$ cat src/rtl/psg_bus_arb_rr.sv
// Bus arbiter for PSG wave-table channels: fixed-priority or round-robin grant
// with a burst limit, updated only on arbitration events (ce & ack).
module psg_bus_arb_rr #(
    parameter int NCH      = 8,
    parameter int MAXBURST = 4,
    localparam int SELW    = $clog2(NCH)
) (
    input  logic            clk,
    input  logic            rst,
    input  logic            ce,
    input  logic            ack,
    input  logic            mode,
    input  logic [NCH-1:0]  req,
    output logic [NCH-1:0]  sel,
    output logic [SELW-1:0] seln,
    output logic            gnt_vld,
    output logic            gnt_new
);

    localparam int BMIN = $clog2(MAXBURST + 1);
    localparam int BCW  = (BMIN > SELW) ? BMIN : SELW;
    localparam logic [BCW-1:0] BCAP = BCW'((MAXBURST > 0) ? MAXBURST - 1 : 0);

    logic [BCW-1:0]  burst_cnt;
    logic [SELW-1:0] rr_ptr;
    logic [NCH-1:0]  elig;
    logic [SELW-1:0] win_fix, win_rr, win;
    logic            any;
    logic            same;
    int              idx;

    always_comb begin
        elig    = req;
        win_fix = '0;
        win_rr  = '0;
        idx     = 0;
        // An owner at its burst cap steps aside only if someone else is waiting.
        if (MAXBURST > 0 && gnt_vld && burst_cnt == BCAP && (req & ~sel) != '0)
            elig = req & ~sel;
        any = |elig;
        for (int i = NCH - 1; i >= 0; i--)
            if (elig[i]) win_fix = SELW'(i);
        // Scan downward so the nearest slot after rr_ptr is the last one written.
        for (int k = NCH; k >= 1; k--) begin
            idx = int'(rr_ptr) + k;
            if (idx >= NCH) idx = idx - NCH;
            if (elig[idx]) win_rr = SELW'(idx);
        end
        win  = mode ? win_rr : win_fix;
        same = gnt_vld && (win == seln);
    end

    always_ff @(posedge clk or posedge rst) begin
        if (rst) begin
            sel       <= '0;
            seln      <= '0;
            gnt_vld   <= 1'b0;
            gnt_new   <= 1'b0;
            burst_cnt <= '0;
            rr_ptr    <= SELW'(NCH - 1);
        end else begin
            gnt_new <= 1'b0;
            if (ce && ack && any) begin
                sel      <= '0;
                sel[win] <= 1'b1;
                seln     <= win;
                gnt_vld  <= 1'b1;
                rr_ptr   <= win;
                gnt_new  <= !same;
                if (!same)
                    burst_cnt <= '0;
                else if (burst_cnt != BCAP)
                    burst_cnt <= burst_cnt + BCW'(1);
            end
        end
    end

endmodule
$ cat config.mk
export PLATFORM = sky130hd
export DESIGN_NAME = psg_bus_arb_rr
export DESIGN_NICKNAME = d
export VERILOG_FILES = /design/src/rtl/psg_bus_arb_rr.sv
export SDC_FILE = /design/constraint.sdc
export NUM_CORES = 1
export LEC_CHECK = 0
export CORE_MARGIN = 2
export CORE_UTILIZATION = 57
export CTS_CLUSTER_SIZE = 8
export DETAILED_ROUTE_END_ITERATION = 7
export PLACE_DENSITY_LB_ADDON = 0.05
export SLEW_MARGIN = 15
export SYNTH_ARGS = -nofsm -noshare
export SYNTH_HDL_FRONTEND = slang
export SYNTH_SLANG_ARGS = --single-unit
export TNS_END_PERCENT = 1
$ cat constraint.sdc
create_clock -name clk -period 4.4 [get_ports clk]
set_clock_uncertainty 0.1 [all_clocks]
set_input_delay 0.44 -clock clk [delete_from_list [all_inputs] [get_ports clk]]
set_output_delay 0.44 -clock clk [all_outputs]
set_load 0.01 [all_outputs]
==> qor.yml <==
setup_path:
  path_cells: "clkdlybuf4s50_1 -> inv_2 -> o2111a_1 -> a21oi_1 -> o22ai_1 -> mux4_2 -> or4b_1 -> a211o_1 -> nand3_1 -> nor4b_2 -> a41oi_1 -> o2bb2ai_1"
  cp_max_fo: 12
  cpMaxStageDelayCell: "clkdlybuf4s50_1"
  cp-start-kind: "input pin"
  rr_endpoint: "burst_cnt[2]"
  cp_num_buf_inv: 2
  cp_top_family: "compound AO/OA/AOI/OAI gates"
  critPathMaxStageDelay_ns: 0.58
  crit_arrival_ns: 4.16
  r2r_setup_slack_ns: 0.46
  cp-end-kind: "flip-flop"
  critPathRequiredTime_ns: 4.49
  worstSetupPathType: "input pin to flip-flop"
  worst-r2r-cell-count: 12
  r2r_start: "burst_cnt[0]"
floorplan:
  initial_core_util_pct: 60.2
  num_rows: 22
  die_h_um: 66.7
  core_area_mm2: 0.00372
  die_area_mm2: 0.00444
  num_io_pins: 26
  die_w_um: 66.7
finish:
  finalNetCount: 336
  fin_util_pct: 71.6
  drive_gt1_share_pct: 14.5
  multi_input_area_mm2: 0.00162
  n_antenna_cell: 0
  area_growth_pct: 18.8
  regArea_um2: 479
  fin_area_mm2: 0.00266
  nFillCells: 314
placement:
  io_buffers: 25
  place_area_mm2: 0.00261
  place.gp.congestion: 0.989
  dp_hpwl_um: 5350
grt:
  grt_pass1_wl_um: 11100
  antenna_found_initial: 0
  grt_usage_pct: 33.1
  grt_pass1_vias: 2293
  grt_max_degree: 20
  grt_overflow: 0
timing:
  final.setup.tns_ns: 0
  hold_slack_ns: 0.420
  finalCritPeriodShare_pct: 92.7
  hold_viol_final: 0
  clock.fmax_mhz: 245
  rsz0062_at_grt: "false"
  setup_viol: 0
  worst_pin_slew_ns: 0.704
  slew_viol_final: 0
  slew_headroom_pct: 53.0
  period_needed_ns: 4.08
yosys:
  ys.warnings.count: 0
  synth-simple-area-share_pct: 23.4
  synthFlopType: "dfrtp_1"
  synth_top_family_by_area: "compound AO/OA/AOI/OAI gates"
  synth_nets: 302
  yosysMostFrequentCell: "nand2_1"
  synth_mux_area_share_pct: 6.20
  synth_xor_area_share_pct: 1.96
  synth_compound_area_share_pct: 38.6
  synthAdderAreaFrac_pct: 2.24
  ys_ff_latch: 19
  syn_area_per_cell_um2: 7.85
  yosysTopAreaCellShare_pct: 17.9
  ys_async_sr_fraction_pct: 100
  ys_types: 70
  synth_area_mm2: 0.00224
  synth_edf_count: 0
  ys_seq_area_share_pct: 21.4
  synth_common_cells: "nand2_1, nor2_1, dfrtp_1, inv_1, nand3_1"
  synth.area.top_cells: "dfrtp_1, nand2_1, o22a_1"
  synth_top_area_cell: "dfrtp_1"
  synthCells: 285
min_path:
  worstHoldEndpoint: "seln[1]"
  hp-start: "seln[1]"
  hold_class: "flip-flop to flip-flop"
  hold_path_depth: 1
cts:
  cts_buffers: 3
  cts_sinks: 19
  cts_tree: "built"
  cts_resized: 0
  cts-root-buf: "clkbuf_8"
  clkTransAtPathRegs_ns: 0.07
  cts_setup_buffers: 0
  htree_levels: 1
  postCtsHoldBufs: 0
  clk_path_buf_depth: 2
  worstSkewPairLatency_ns: 0.26
pwr:
  ir_drop_uv: 487
  total_power_w: 0.00203
  power.density_mw_per_mm2: 764
  leakagePower_nw: 1.10
detailed_routing:
  first_iter_violations: 440
  drc: 0
  avgViaCountPerCell: 6.97
  drtAntennaViolNets: 0
  detail_route.wl_per_cell_um: 18.6
  wl_um: 6790
  num_vias: 2550
  firstDrtPassIters: 6
outcome:
  status: "completed"
run:
  max_cap_viol_count: 0
[routing by layer]
metal / track usage, % / vias to the layer above / part of all wire [%]
met5: 0 / - / 0
met4: 8.16 / 0 / 1.4
met3: 7.60 / 12 / 10
met2: 52.1 / 130 / 46
met1: 45.6 / 1231 / 43
li1: - / 1177 / -
[placed cells by master (no fill, tap or decap), types with 4 or more instances in the layout]
master,instances
a21o_1,5
a21oi_1,10
a21oi_2,4
a22oi_1,6
a32o_1,4
a32oi_1,4
buf_4,18
clkdlybuf4s50_1,25
dfrtp_1,16
ha_1,4
inv_1,15
mux2i_1,6
nand2_1,43
nand2b_1,8
nand3_1,12
nand4_1,4
nor2_1,18
nor3_1,5
nor3b_1,4
o211ai_1,4
o21ai_0,6
o221ai_1,7
o22a_1,10
o22ai_1,8
o2bb2ai_1,4
[final cells by class]
| cell class | instances | share of cell area, % |
|---|---|---|
| clock buffers | 3 | 1.55 |
| clock inverters | 1 | 0.188 |
| inverters | 18 | 2.54 |
| multi-input cells | 234 | 61.0 |
| flip-flops and latches | 19 | 18.0 |
| well taps | 48 | 2.26 |
| repair buffers | 43 | 14.5 |
[worst max-delay path by stage]
stage | slack [ns] | cells after the start | endpoint | start
5_1_grt | 0.009 | 12 | burst_cnt[2] | req[7]
4_1_cts | 0.36 | 12 | burst_cnt[2] | req[7]
3_5_place_dp | 0.11 | 12 | burst_cnt[2] | req[7]
2_1_floorplan | 0.79 | 12 | burst_cnt[0] | rr_ptr[1]
6_report | 0.32 | 12 | burst_cnt[2] | req[7]
3_3_place_gp | 0.20 | 12 | burst_cnt[1] | req[7]
[power by group]
group	internal, W	switching, W	leakage (nW)
sequential	0.000248	0.0000781	0.239
combinational	0.000687	0.000897	0.834
clock	0.0000630	0.0000597	0.0255
total	0.000998	0.00103	1.10
[kinds of logic (layout without fill, tap and decap cells)]
logic type | Yosys count | in the layout
muxes | 10 | 10
AOI/OAI and AO/OA | 108 | 108
xor gates and xnor gates | 5 | 5
and+or+nand+nor | 107 | 107
adders and majority gates | 4 | 4
DFF | 19 | 19
buffers and inverters | 32 | 65
[registers in the layout (all words and copies together), names as in the netlist]
signal / flops
burst_cnt: 3
gnt_new: 1
gnt_vld: 1
rr_ptr: 3
sel: 8
seln: 3
[per-stage QoR]
step	instances	worst slack (ns)
global placement	362	0.203
detailed placement	362	0.106
finish	366	0.322
CTS	366	0.358
floorplan	285	0.787
global route	366	0.00861
[worst reg2reg max path: cells and delay by family (launching register included)]
kind | cells | cell delay, ns
AO/OA/AOI/OAI | 5 | 1.29
AND/OR/NAND/NOR | 4 | 1.02
multiplexers | 1 | 0.51
flip-flops | 1 | 0.38
adder cells (fa/ha/maj) | 2 | 0.58
Power figures use the tool's default switching activity.
